### src/rtl/othello_pkg.sv
// Shared constants and types for the Othello board display path: colours,
// cell-content codes, board geometry and the plot-request record.
package othello_pkg;

  localparam logic [2:0] GRID  = 3'b001;
  localparam logic [2:0] BOARD = 3'b010;
  localparam logic [2:0] DISK0 = 3'b000;
  localparam logic [2:0] DISK1 = 3'b111;

  localparam logic [1:0] SEL_EMPTY = 2'b00;
  localparam logic [1:0] SEL_SIDE0 = 2'b10;
  localparam logic [1:0] SEL_SIDE1 = 2'b11;

  localparam int CELL_DEFAULT  = 12;
  localparam int INSET_DEFAULT = 2;

  localparam int BOARD_ORIGIN = 9;
  localparam int BOARD_PITCH  = 13;

  typedef struct packed {
    logic [7:0] x;
    logic [6:0] y;
    logic [1:0] sel;
  } plot_req_t;

  // Top-left screen pixel of board cell idx along either axis.
  function automatic logic [7:0] board_px(input logic [2:0] idx);
    return 8'(BOARD_ORIGIN + BOARD_PITCH * int'(idx));
  endfunction

endpackage

### src/rtl/cell_scan_counter.sv
// Row-major raster counter over a CELL x CELL pixel square; start zeroes it,
// advance steps one pixel, last flags the final pixel of the square.
module cell_scan_counter #(
  parameter int CELL = 12,
  parameter int W    = $clog2(CELL)
) (
  input  logic         clock,
  input  logic         resetn,
  input  logic         start_i,
  input  logic         advance_i,
  output logic [W-1:0] row_o,
  output logic [W-1:0] col_o,
  output logic         last_o
);

  localparam logic [W-1:0] LAST = W'(CELL - 1);

  logic [W-1:0] row_q, row_d;
  logic [W-1:0] col_q, col_d;

  always_comb begin
    row_d = row_q;
    col_d = col_q;
    if (start_i) begin
      row_d = '0;
      col_d = '0;
    end else if (advance_i) begin
      if (col_q == LAST) begin
        col_d = '0;
        row_d = (row_q == LAST) ? '0 : row_q + 1'b1;
      end else begin
        col_d = col_q + 1'b1;
      end
    end
  end

  always_ff @(posedge clock) begin
    if (!resetn) begin
      row_q <= '0;
      col_q <= '0;
    end else begin
      row_q <= row_d;
      col_q <= col_d;
    end
  end

  assign row_o  = row_q;
  assign col_o  = col_q;
  assign last_o = (row_q == LAST) && (col_q == LAST);

endmodule

### src/rtl/disk_plotter.sv
// Rasterises one board cell per request into the VGA adapter write port,
// with a single pending slot so a request arriving mid-cell is kept.
module disk_plotter
  import othello_pkg::*;
#(
  parameter int CELL  = CELL_DEFAULT,
  parameter int INSET = INSET_DEFAULT
) (
  input  logic       clock,
  input  logic       resetn,
  input  logic       enable,
  input  logic [7:0] x_plot,
  input  logic [6:0] y_plot,
  input  logic [1:0] select,
  output logic [7:0] vga_x,
  output logic [6:0] vga_y,
  output logic [2:0] vga_colour,
  output logic       vga_plot,
  output logic       busy,
  output logic       done,
  output logic       overrun
);

  localparam int W = $clog2(CELL);
  localparam logic [W-1:0] LO = W'(INSET);
  localparam logic [W-1:0] HI = W'(CELL - 1 - INSET);

  localparam logic [1:0] ST_IDLE = 2'd0;
  localparam logic [1:0] ST_DRAW = 2'd1;
  localparam logic [1:0] ST_DONE = 2'd2;

  logic [1:0] state_q, state_d;
  plot_req_t  act_q, act_d;
  plot_req_t  pend_q, pend_d;
  logic       pv_q, pv_d;
  logic       ovr_q, ovr_d;

  logic [7:0] vga_x_q;
  logic [6:0] vga_y_q;
  logic [2:0] vga_colour_q;
  logic       vga_plot_q, busy_q, done_q;

  plot_req_t  req_in;
  logic       start, advance, last;
  logic [W-1:0] row, col;
  logic [7:0] pix_x;
  logic [6:0] pix_y;
  logic [2:0] pix_colour;
  logic       in_disk;

  assign req_in  = {x_plot, y_plot, select};
  assign advance = (state_q == ST_DRAW);

  cell_scan_counter #(.CELL(CELL), .W(W)) u_scan (
    .clock     (clock),
    .resetn    (resetn),
    .start_i   (start),
    .advance_i (advance),
    .row_o     (row),
    .col_o     (col),
    .last_o    (last)
  );

  // The pending slot is freed in the same DONE cycle it is consumed, so a
  // strobe landing there refills it instead of being dropped.
  always_comb begin
    state_d = state_q;
    act_d   = act_q;
    pend_d  = pend_q;
    pv_d    = pv_q;
    ovr_d   = ovr_q;
    start   = 1'b0;
    case (state_q)
      ST_IDLE: begin
        if (enable) begin
          act_d   = req_in;
          start   = 1'b1;
          state_d = ST_DRAW;
        end
      end
      ST_DRAW: begin
        if (last) state_d = ST_DONE;
        if (enable) begin
          if (!pv_q) begin
            pend_d = req_in;
            pv_d   = 1'b1;
          end else begin
            ovr_d = 1'b1;
          end
        end
      end
      ST_DONE: begin
        if (pv_q) begin
          act_d   = pend_q;
          start   = 1'b1;
          state_d = ST_DRAW;
          pv_d    = enable;
          if (enable) pend_d = req_in;
        end else if (enable) begin
          act_d   = req_in;
          start   = 1'b1;
          state_d = ST_DRAW;
        end else begin
          state_d = ST_IDLE;
        end
      end
      default: state_d = ST_IDLE;
    endcase
  end

  assign pix_x   = act_q.x + {{(8-W){1'b0}}, col};
  assign pix_y   = act_q.y + {{(7-W){1'b0}}, row};
  assign in_disk = (row >= LO) && (row <= HI) && (col >= LO) && (col <= HI);

  always_comb begin
    pix_colour = BOARD;
    if (row == '0 || col == '0)     pix_colour = GRID;
    else if (act_q.sel[1] && in_disk) pix_colour = act_q.sel[0] ? DISK1 : DISK0;
  end

  always_ff @(posedge clock) begin
    if (!resetn) begin
      state_q      <= ST_IDLE;
      act_q        <= '0;
      pend_q       <= '0;
      pv_q         <= 1'b0;
      ovr_q        <= 1'b0;
      vga_x_q      <= '0;
      vga_y_q      <= '0;
      vga_colour_q <= '0;
      vga_plot_q   <= 1'b0;
      busy_q       <= 1'b0;
      done_q       <= 1'b0;
    end else begin
      state_q <= state_d;
      act_q   <= act_d;
      pend_q  <= pend_d;
      pv_q    <= pv_d;
      ovr_q   <= ovr_d;
      // Pixel coordinates hold their last value whenever nothing is written.
      if (state_q == ST_DRAW) begin
        vga_x_q      <= pix_x;
        vga_y_q      <= pix_y;
        vga_colour_q <= pix_colour;
        vga_plot_q   <= 1'b1;
      end else begin
        vga_plot_q   <= 1'b0;
      end
      done_q <= (state_q == ST_DONE);
      busy_q <= (state_d != ST_IDLE) || pv_d;
    end
  end

  assign vga_x      = vga_x_q;
  assign vga_y      = vga_y_q;
  assign vga_colour = vga_colour_q;
  assign vga_plot   = vga_plot_q;
  assign busy       = busy_q;
  assign done       = done_q;
  assign overrun    = ovr_q;

endmodule

### config.mk
export PLATFORM = sky130hd
export DESIGN_NAME = disk_plotter
export DESIGN_NICKNAME = d
export VERILOG_FILES = /design/src/rtl/othello_pkg.sv /design/src/rtl/cell_scan_counter.sv /design/src/rtl/disk_plotter.sv
export SDC_FILE = /design/constraint.sdc
export NUM_CORES = 1
export LEC_CHECK = 0
export CAP_MARGIN = 40
export CORE_ASPECT_RATIO = 0.9
export CORE_MARGIN = 2
export CORE_UTILIZATION = 59
export CTS_CLUSTER_DIAMETER = 50
export DETAILED_ROUTE_END_ITERATION = 8
export PLACE_DENSITY = 0.94
export SLEW_MARGIN = 10
export SYNTH_ARGS = -nofsm -noshare
export SYNTH_HDL_FRONTEND = slang
export SYNTH_HIERARCHICAL = 1
export SYNTH_SLANG_ARGS = --single-unit
export TNS_END_PERCENT = 5
### constraint.sdc
create_clock -name clock -period 5.1 [get_ports clock]
set_clock_uncertainty 0.2 [all_clocks]
set_input_delay 1.02 -clock clock [delete_from_list [all_inputs] [get_ports clock]]
set_output_delay 1.02 -clock clock [all_outputs]
set_load 0.02 [all_outputs]
# Word level (Yosys, flattened, before mapping)
# Index checks and enable logic that the tools add are counted.
# classes
n_eq_ne	8
muxes	25
bitwise	1
magnitude_cmp	4
add_sub_neg	4
reduce_logical	17
# ops
cell	count
$mux W17	6
$pmux W17 S2	2
$mux W3	3
$add A4 B1 Y4 const B	2
$add A8 B4 Y8	1
$eq A4 B4 Y1 const B	2
$ge A4 B2 Y1 const B	2
$le A4 B4 Y1 const B	2
$logic_not A4 Y1	2
$mux W4	2
$ne A2 B2 Y1 const B	4
$add A7 B4 Y7	1
$mux W1	7
$pmux W2 S3	1
$reduce_bool A2 Y1	3
$logic_and A1 B1 Y1	5
$reduce_and A5 Y1	1
$mux W2	2
$pmux W1 S2	2
$reduce_and A3 Y1	1
$eq A2 B1 Y1 const B	1
$eq A2 B2 Y1 const B	1
$logic_not A2 Y1	1
$logic_or A1 B1 Y1	2
other kinds (3)	3
# word_totals
in_bits	20
output_inout_bits	22
reg_bits	67
elab_cells	76

# Depth between registers and ports, before layout
# Gate-level depths: netlist (run 1).
# depth
ltp_word	7
depth_mapped	10
ltp_nobuf	8

# By module
# The synthesis (run 1) kept the hierarchy.
# modules_own_cells
module	instances	area_per_inst_um2	cells_each	seq_area_each_um2
disk_plotter	1	2880.3	307	1181.1
cell_scan_counter	1	400.4	42	160.2

# Least setup slack after synthesis (run 1)
# OpenSTA, ideal clock, no wires.
# synth_path
path_type	input to register
from	in enable
to	reg u_scan.col_q[3], in the netlist u_scan/col_o[3]
slack_ns	2.806
stages	7
setup_time_ns	0.064
t_arrival_ns	2.030
path_buffers	2
required_ns	4.836
cell_sequence	buf_6 a21oi_4 inv_2 buf_6 nand2b_1 or2b_1 nor2_1
# synth_via
elab_chain_cells	4
# synth_lines
element	line_no	source
start, declared	disk_plotter.sv:11	input logic enable,
$mux W1 *	disk_plotter.sv:75, disk_plotter.sv:99	
$mux W1	disk_plotter.sv:93	if (pv_q) begin
$pmux W1 S2 *	disk_plotter.sv:73	case (state_q)
named net start	disk_plotter.sv:44	logic start, advance, last;
$reduce_or A2 Y1 (no source line) *	n/a	
end signal, assigned	cell_scan_counter.sv:43	col_q <= col_d;
end, declared	cell_scan_counter.sv:19	logic [W-1:0] col_q, col_d;
# The timed path passes the listed nets; every way through them passes the cells marked *.
# A chain may end at the register's enable or synchronous reset.

# Final worst setup path (run 1)
# layout_path
from	in enable
to	reg u_scan.col_q[3], in the netlist u_scan/col_o[3]
# layout_via
elab_chain_cells	4
# layout_lines
element	line_no
$mux W1 *	disk_plotter.sv:75, disk_plotter.sv:99
$mux W1	disk_plotter.sv:93
$pmux W1 S2 *	disk_plotter.sv:73
$reduce_or A2 Y1 (no source line) *	n/a
# Every way passes the cells marked *; elsewhere a longest branch is shown, timed or not.

==> impl_metrics.json, run 1 <==
{
  "syn_avg_cell_area_sq_um": 9.40,
  "crit_fanout": 21,
  "drv_slew": 0,
  "nNetsFinal": 419,
  "postCtsSetupRepairBufs": 0,
  "power.clock.fraction_pct": 36.4,
  "drtIter0Drc": 173,
  "vias": 2641,
  "switching_share_pct": 25.9,
  "power.net_switching_mw": 0.303,
  "critical_path_required_ps": 5190,
  "yosys-mux-area-fraction_pct": 7.02,
  "fin_area_sq_mm": 0.00385,
  "synth-edff-count": 0,
  "synth_area_leaders": "dfxtp_1, mux2i_1, ha_1, nor2_1, o21ai_0",
  "post-route-period-util_pct": 57.8,
  "drcViolationCount": 0,
  "grt_max_degree": 47,
  "synth_cell_type_count": 56,
  "yosysSeqAreaShare_pct": 40.9,
  "post-route-min-period_ps": 2950,
  "cts_root_buf": "clkbuf_8",
  "p_seq_share_pct": 49.3,
  "cts_hold_buf": 0,
  "synthesis.area_sq_mm": 0.00328,
  "dp.cells": 439,
  "synthCells": 349,
  "max_clock_freq_mhz": 340,
  "cts_tree": "done",
  "p_comb_share_pct": 14.3,
  "worst_pin_slew_ps": 783,
  "overflow": 0,
  "drt_wl_total_um": 6910,
  "synthFlopType": "dfxtp_1",
  "yosys_register_bits": 67,
  "start_util_pct": 61.7,
  "rsz0062_at_grt": "no",
  "die-area_sq_mm": 0.00617,
  "first_global_vias": 2315,
  "syn2layout_area_growth_pct": 17.4,
  "grt_pass1_wl_um": 11000,
  "worst_slack_ps": 2150,
  "clkTransAtPathRegs_ps": 70,
  "synth_compound_area_share_pct": 19.4,
  "avgViaCountPerCell": 5.83,
  "hold_violations": 0,
  "powerDensity_mw_per_mm2": 303,
  "arrival_ps": 3040,
  "ir_worst_vdd_mv": 0.245,
  "tns_ps": 0,
  "setup_violations": 0,
  "cts_num_sinks": 67,
  "wl_met2_um": 3130,
  "io_buffers": 41,
  "rows": 25,
  "synth_top_area_share_pct": 40.9,
  "coreArea_sq_mm": 0.00532,
  "crit_path_end_kind": "register",
  "ios": 42,
  "gp_congestion": 0.828,
  "wl_met3_um": 447,
  "holdWs_ps": 274,
  "top_layer": "met4",
  "clkLatencyLatePin_ps": 360,
  "synth-simple-area-share_pct": 18.4,
  "start_kind": "primary input",
  "drive_above_1_share_pct": 7.77,
  "place_ws_ps": 1840,
  "antenna_left": 0,
  "status": "completed",
  "synthArstFlopShare_pct": 0,
  "antenna_found_initial": 0,
  "wl_met1_um": 3210,
  "cts_resized": 0,
  "leakage_nw": 1.65,
  "clock_tree.buffer_depth": 2,
  "synth-adder-area-share_pct": 6.56,
  "synth_top_area_cell": "dfxtp_1",
  "diodes": 0,
  "stdcell_count": 453,
  "wl_per_cell_um": 15.2,
  "internal_power_mw": 0.863,
  "h-tree-depth": 3,
  "first_pass_iters": 4,
  "syn_nets": 385,
  "drv_cap": 0,
  "yosysWarnings": 6,
  "slew_headroom_pct": 47.7,
  "placed_area_sq_mm": 0.00367,
  "die_height_um": 74.7,
  "synth_top_family_by_area": "compound AO/OA/AOI/OAI gates",
  "die_w_um": 82.6,
  "synth_xor_area_share_pct": 2.40,
  "dpl.hpwl_um": 4880,
  "cts_made_buffers": 9,
  "crit_type": "primary input to register",
  "track_usage_pct": 23.9,
  "hold_class": "register to register"
}
-- cells by family (layout without fill, tap and decap cells) --
| logic type | count (synthesis) | count (layout) |
|---|---|---|
| muxes | 23 | 23 |
| adders and majority gates | 16 | 16 |
| and+or+nand+nor | 111 | 111 |
| buffers and inverters | 31 | 68 |
| xor gates and xnor gates | 9 | 9 |
| DFF | 67 | 67 |
| AOI/OAI and AO/OA | 92 | 92 |
-- state kept, by name, indices dropped and copies added, names as in the netlist --
name,cells
act_q,17
pend_q,17
vga_x,8
vga_y,7
u_scan/col_o,4
u_scan/row_o,4
vga_colour,3
state_q,2
busy,1
done,1
overrun,1
pv_q,1
vga_plot,1
-- cell usage in the layout (no fill, tap or decap), types with 3 or more instances in the layout --
cell type | netlist | final
dfxtp_1 | 67 | 67
nor2_1 | 43 | 43
clkdlybuf4s50_1 | 0 | 41
o21ai_0 | 29 | 29
mux2i_1 | 23 | 23
a21oi_1 | 20 | 20
nand2_1 | 18 | 18
nand3b_1 | 15 | 15
ha_1 | 14 | 14
clkbuf_8 | 0 | 10
inv_1 | 8 | 8
a211oi_1 | 8 | 8
nand3_1 | 5 | 5
xor2_1 | 5 | 5
a311oi_2 | 5 | 5
a21o_1 | 4 | 4
nor2b_1 | 4 | 4
xnor2_1 | 4 | 4
and2_1 | 3 | 3
nand2b_1 | 3 | 3
a211o_1 | 3 | 3
or3_1 | 3 | 3
buf_4 | 3 | 3
-- power by group through the flow --
stage	logic (mW)	clock network (mW)	registers, mW
finish	0.166	0.424	0.575
global route	0.183	0.451	0.578
CTS	0.166	0.428	0.574
detailed placement	0.165	0	0.586
global placement	0.159	0	0.584
floorplan	0.103	0	0.593
-- stage by stage --
stage / power (mW) / utilization [%]
5_1_grt: 1.21 / 72.4
3_3_place_gp: 0.743 / 68.8
3_5_place_dp: 0.751 / 69.0
2_1_floorplan: 0.696 / -
6_report: 1.17 / 72.4
4_1_cts: 1.17 / 72.4
-- cell type report --
type / count / area [sq um]
inverter: 9 / 33.8
timing repair buffer: 45 / 444
sequential: 67 / 1340
multi-input combinational: 251 / 1770
tap: 67 / 83.8
fill: 394 / 1470
clock inverter: 3 / 40.0
clock buffer: 11 / 141
-- final timing paths --
kind,startpoint,end,slack (ps),cells after the start
worst min register to register,vga_colour[1],vga_colour[1],270,2
worst min-delay path,vga_colour[1],vga_colour[1],270,2
worst max register to register,state_q[1],pend_q[4],2510,8
worst max-delay path,enable,u_scan/col_o[3],2150,6
-- Yosys cell counts, types with 2 or more instances --
cell type,instances
dfxtp_1,67
nor2_1,43
o21ai_0,29
mux2i_1,23
a21oi_1,20
nand2_1,18
nand3b_1,15
ha_1,14
a211oi_1,8
clkbuf_1,8
inv_1,8
buf_2,7
a311oi_2,5
nand3_1,5
xor2_1,5
a21o_1,4
nor2b_1,4
xnor2_1,4
a211o_1,3
and2_1,3
buf_4,3
buf_6,3
nand2b_1,3
or3_1,3
a221o_1,2
a221oi_1,2
a31oi_1,2
and3_1,2
and3b_1,2
fa_1,2
nand4b_1,2
nor4b_1,2
o2111ai_1,2
o211ai_1,2
o41ai_1,2
or4_1,2
-- layer usage --
| layer | up-vias | global-route usage [%] |
|---|---|---|
| met4 | 0 | 7.47 |
| met5 | - | 0 |
| li1 | 1324 | - |
| met3 | 11 | 8.27 |
| met1 | 1217 | 31.2 |
| met2 | 89 | 37.6 |
-- worst max-delay path: stages --
cell	delay [ps]
clkdlybuf4s50_1	770
a21oi_4	350
inv_2	190
nand2b_1	300
or2b_1	290
nor2_1	110
(Power assumes the default switching activity.)
==> run 2: changes to the inputs <==
--- a/config.mk
+++ b/config.mk
@@ -8,10 +8,10 @@
 export CAP_MARGIN = 40
 export CORE_ASPECT_RATIO = 0.9
 export CORE_MARGIN = 2
-export CORE_UTILIZATION = 59
+export CORE_UTILIZATION = 55
 export CTS_CLUSTER_DIAMETER = 50
 export DETAILED_ROUTE_END_ITERATION = 8
-export PLACE_DENSITY = 0.94
+export PLACE_DENSITY = 0.89
 export SLEW_MARGIN = 10
 export SYNTH_ARGS = -nofsm -noshare
 export SYNTH_HDL_FRONTEND = slang
==> constraint.sdc (replaced) <==
create_clock -name clock -period 3 [get_ports clock]
set_clock_uncertainty 0.2 [all_clocks]
set_input_delay 0.6 -clock clock [delete_from_list [all_inputs] [get_ports clock]]
set_output_delay 0.6 -clock clock [all_outputs]
set_load 0.02 [all_outputs]
==> run 2 against run 1 <==
  * Global-route usage decreased by 1.7 points
  * Cell count rose by 1.5%
  * Total power up 71%
==> impl_metrics.json, run 2 (synthesis gave the netlist of run 1 again) <==
{
  "drv_slew": 0,
  "drv_cap": 0,
  "io_buffers": 41,
  "ir_worst_vdd_mv": 0.403,
  "hold_class": "register to register",
  "cts_num_sinks": 67,
  "start_util_pct": 57.3,
  "cts_made_buffers": 9,
  "critical_path_buf_inv_count": 2,
  "drtIter0Drc": 208,
  "avgViaCountPerCell": 5.75,
  "place_ws_ps": 619,
  "status": "completed",
  "track_usage_pct": 22.2,
  "die_w_um": 85.4,
  "wl_per_cell_um": 15.0,
  "antenna_left": 0,
  "drcViolationCount": 0,
  "worst_slack_ps": 720,
  "finalPower_mw": 2.00,
  "tns_ps": 0,
  "crit_type": "register to register",
  "critPathTopFamily": "compound AO/OA/AOI/OAI gates",
  "grt_max_degree": 44,
  "syn2layout_area_growth_pct": 18.8,
  "hold_violations": 0,
  "crit_fanout": 9,
  "post-route-min-period_ps": 2280,
  "drt_wl_total_um": 6920,
  "first_pass_iters": 5,
  "drive_above_1_share_pct": 8.72,
  "grt_pass1_wl_um": 11500,
  "diodes": 0,
  "final_common_cell": "dfxtp_1",
  "antenna_found_initial": 0,
  "die_height_um": 77.3,
  "first_global_vias": 2480,
  "cpPeakStageDelay_ps": 500,
  "crit_path_top_delay_cell": "o21ai_2",
  "postCtsSetupRepairBufs": 0,
  "powerDensity_mw_per_mm2": 513,
  "final_cell_mix": "dfxtp_1, nor2_1, clkdlybuf4s50_1",
  "slew_headroom_pct": 47.9,
  "dpl.hpwl_um": 4760,
  "leakage_nw": 1.67,
  "cts_root_buf": "clkbuf_8",
  "clkLatencyLatePin_ps": 350,
  "critical_path_required_ps": 3040,
  "clkTransAtPathRegs_ps": 70,
  "rows": 26,
  "max_clock_freq_mhz": 439,
  "setup_violations": 0,
  "cts_hold_buf": 0,
  "post-route-period-util_pct": 76.0,
  "coreArea_sq_mm": 0.00573,
  "crit_path_end_kind": "register",
  "h-tree-depth": 3,
  "clock_tree.buffer_depth": 2,
  "start_kind": "register",
  "cts_tree": "done",
  "vias": 2647,
  "nNetsFinal": 421,
  "worst_pin_slew_ps": 780,
  "ios": 42,
  "cts_resized": 0,
  "path_cells": "inv_1 > ha_1 > and3b_1 > o21ai_2 > buf_6 > mux2i_1 > nor2_1",
  "r2r_setup_slack_ps": 720,
  "overflow": 0,
  "arrival_ps": 2320,
  "rsz0062_at_grt": "no",
  "die-area_sq_mm": 0.00660,
  "gp_congestion": 0.863
}
==> run 2: changes by cell type in the layout (fill, tap and decap cells not counted) <==
cell        delta
buf_4          +1
buf_12         +1
clkinv_2       +1
clkinvlp_4     +1
==> run 2: path summary, 6_finish.rpt <==
| check | end | cells past startpoint | start |
|---|---|---|---|
| setup / recovery | pend_q[0] | 7 | state_q[0] |
| setup reg to reg | pend_q[0] | 7 | state_q[0] |
| hold reg to reg | vga_x[3] | 2 | vga_x[3] |
| hold / removal | vga_x[3] | 2 | vga_x[3] |
==> run 2: final cells by class <==
class | count | area (sq um)
Timing Repair Buffer | 47 | 472
Sequential cell | 67 | 1340
Clock buffer | 11 | 141
Inverter | 9 | 33.8
Clock inverter | 5 | 52.6
Fill cell | 463 | 1830
Tap cell | 70 | 87.6
Multi-Input combinational cell | 251 | 1770
==> run 2: power by group <==
part / internal, mW / switching [mW]
combinational: 0.136 / 0.149
clock: 0.402 / 0.333
sequential: 0.941 / 0.0376
==> run 2: per-layer routing <==
metal  track usage [%]  part of all wire (%)  vias up
li1                  -                     -     1336
met1              29.2                    47     1222
met2              33.8                    46       81
met3              7.97                   6.3        8
met4              7.14                  0.87        0
met5                 0                     0        -
==> run 2: per-stage QoR <==
stage | instance area, sq um | instances | utilization (%) | hold WS (ps)
CTS | 3900 | 460 | 68.1 | 264
global placement | 3690 | 443 | 64.5 | 249
finish | 3900 | 460 | 68.1 | 261
detailed placement | 3700 | 444 | 64.7 | 255
floorplan | 3280 | 349 | - | 258
global route | 3900 | 460 | 68.1 | 306
==> run 2: worst reg2reg max path: cells and delay by family (launching register included) <==
| family | cells | cell delay, ps |
|---|---|---|
| AO/OA/AOI/OAI | 1 | 500 |
| flip-flops | 1 | 380 |
| buffers and inverters | 2 | 340 |
| adder cells (fa/ha/maj) | 1 | 270 |
| AND/OR/NAND/NOR | 2 | 260 |
| multiplexers | 1 | 230 |
==> run 3: changes to the inputs <==
--- a/config.mk
+++ b/config.mk
@@ -8,10 +8,10 @@
 export CAP_MARGIN = 40
 export CORE_ASPECT_RATIO = 0.9
 export CORE_MARGIN = 2
-export CORE_UTILIZATION = 55
+export CORE_UTILIZATION = 50
 export CTS_CLUSTER_DIAMETER = 50
 export DETAILED_ROUTE_END_ITERATION = 8
-export PLACE_DENSITY = 0.89
+export PLACE_DENSITY = 0.86
 export SLEW_MARGIN = 10
 export SYNTH_ARGS = -nofsm -noshare
 export SYNTH_HDL_FRONTEND = slang
==> constraint.sdc (replaced) <==
create_clock -name clock -period 1.91 [get_ports clock]
set_clock_uncertainty 0.2 [all_clocks]
set_input_delay 0.382 -clock clock [delete_from_list [all_inputs] [get_ports clock]]
set_output_delay 0.382 -clock clock [all_outputs]
set_load 0.02 [all_outputs]
==> run 3 against run 2 <==
  * Die area up 9.5%
  * Critical path type unchanged
  * Sequential power up 57%
  * Global-route usage up 0.064 points
  * Register-to-register slack worse by 710 ps
  * Core utilization up 2.9 points
  * Total power up 69%
  * Largest cell class unchanged
  * Highest routed layer unchanged
  * Wire length up 9.3%
  * Count of clock-buffer cells in the layout down 1
  * Design area up 13%
==> impl_metrics.json, run 3 (synthesis gave the netlist of run 1 again) <==
{
  "die_height_um": 80.8,
  "crit_path_end_kind": "register",
  "crit_type": "register to register",
  "start_util_pct": 52.8,
  "grt_pass1_wl_um": 12400,
  "cts_tree": "done",
  "diodes": 0,
  "first_global_vias": 2686,
  "min_path_cells": 2,
  "overflow": 0,
  "nNetsFinal": 452,
  "clkTransAtPathRegs_ps": 70,
  "r2r_start": "u_scan/row_o[1]",
  "worst_pin_slew_ps": 376,
  "ios": 42,
  "clock_tree.buffer_depth": 2,
  "drcViolationCount": 0,
  "ir_worst_vdd_mv": 0.620,
  "cts_root_buf": "clkbuf_8",
  "cpPeakStageDelay_ps": 380,
  "cts_num_sinks": 67,
  "nFillCells": 479,
  "io_buffers": 41,
  "antenna_found_initial": 0,
  "grt_max_degree": 32,
  "first_pass_iters": 4,
  "r2r_cells": 6,
  "r2r-end": "busy",
  "cts_made_buffers": 9,
  "post-route-min-period_ps": 1900,
  "gp_congestion": 0.876,
  "syn2layout_area_growth_pct": 34.4,
  "dp.cells": 486,
  "arrival_ps": 1930,
  "r2r_setup_slack_ps": 10,
  "slew_headroom_pct": 74.6,
  "post-route-period-util_pct": 99.3,
  "hold_end": "vga_colour[1]",
  "final_common_cell": "dfxtp_1",
  "hold_violations": 0,
  "drive_above_1_share_pct": 22.3,
  "rsz0062_at_grt": "yes",
  "avgViaCountPerCell": 5.49,
  "crit_fanout": 4,
  "critical_path_required_ps": 1940,
  "start_kind": "register",
  "setup_violations": 0,
  "crit_path_top_delay_cell": "or3_1",
  "drv_cap": 0,
  "powerDensity_mw_per_mm2": 765,
  "hold_start": "vga_colour[1]",
  "leakage_nw": 2.07,
  "die-area_sq_mm": 0.00723,
  "drv_slew": 0,
  "h-tree-depth": 3,
  "wl_per_cell_um": 14.9,
  "die_w_um": 89.4,
  "drtIter0Drc": 170,
  "path_cells": "ha_4 > and3b_1 > and4b_2 > o21ai_1 > a21oi_1 > or3_1",
  "antenna_left": 0,
  "vias": 2788,
  "max_clock_freq_mhz": 527,
  "coreArea_sq_mm": 0.00622,
  "drt_wl_total_um": 7560,
  "final_cell_mix": "dfxtp_1, nor2_1, buf_4",
  "clkLatencyLatePin_ps": 350,
  "rows": 27,
  "track_usage_pct": 22.2,
  "hold_class": "register to register",
  "stdcell_count": 508,
  "status": "completed",
  "dpl.hpwl_um": 5300,
  "holdWs_ps": 266
}
[run 3: cell count changes in the layout (fill, tap and decap cells not counted), moves of 3 or more]
cell | previous run | this run
buf_4 | 4 | 32
clkdlybuf4s50_1 | 41 | 28
dlymetal6s2s_1 | 0 | 13
ha_1 | 14 | 6
dfxtp_1 | 67 | 60
ha_4 | 0 | 5
buf_12 | 1 | 5
dfxtp_4 | 0 | 4
dfxtp_2 | 0 | 3
ha_2 | 0 | 3
o21ai_0 | 29 | 26
o21ai_1 | 0 | 3
[run 3: worst max path at each step]
stage,cells past startpoint,start,to
after floorplan,6,u_scan/row_o[0],vga_y[4]
after detailed placement,6,u_scan/row_o[0],vga_y[6]
after global placement,5,enable,busy
final,6,u_scan/row_o[1],busy
after CTS,6,act_q[9],vga_x[6]
after global routing,5,u_scan/row_o[2],busy
[run 3: worst max-delay path: cells and delay by family (launching register included)]
kind	cells	cell delay [ps]
compound gates	2	230
flops	1	370
simple gates	3	820
fa+ha+maj	1	160
[run 3: where the power goes]
part | leakage [nW] | internal [mW] | switching, mW
registers | 0.552 | 1.47 | 0.0640
logic | 1.41 | 0.259 | 0.258
clock network | 0.108 | 0.769 | 0.548
[run 3: layout make-up]
class	instances	area [sq um]	area share (%)
Multi-Input combinational cell	251	1900	43.0
Sequential cell	67	1360	30.8
Timing Repair Buffer	78	783	17.8
Clock buffer	10	138	3.12
Tap cell	87	109	2.47
Clock inverter	6	88.8	2.01
Inverter	9	36.3	0.823
[run 3: layer usage]
metal  vias to the layer above  GRT usage (%)  share of wire [%]
li1                       1385              -                  -
met1                      1315           29.4                 46
met5                         -              0                  0
met2                        77           35.6                 46
met3                        11           6.71                6.0
met4                         0           5.67                1.3
[run 3: per-stage QoR]
stage	setup TNS, ps	util (%)	power, mW	instance area (sq um)	worst slack [ps]
after global placement	-1520	63.9	2.04	3980	-118
after global routing	-313	71.0	3.52	4410	-109
after CTS	-3.34	68.1	3.37	4230	-3.34
after floorplan	-82.9	-	1.86	3300	-22.6
final	0	71.0	3.37	4410	13.4
after detailed placement	-2150	63.9	2.06	3980	-158
[run 3: timing repair]
item                       in CTS  in global routing
pin swaps                       7                 14
hold buffers                    0                  0
buffers inserted                0                  6
setup endpoints to repair      23                 41
resized for setup              14                 34
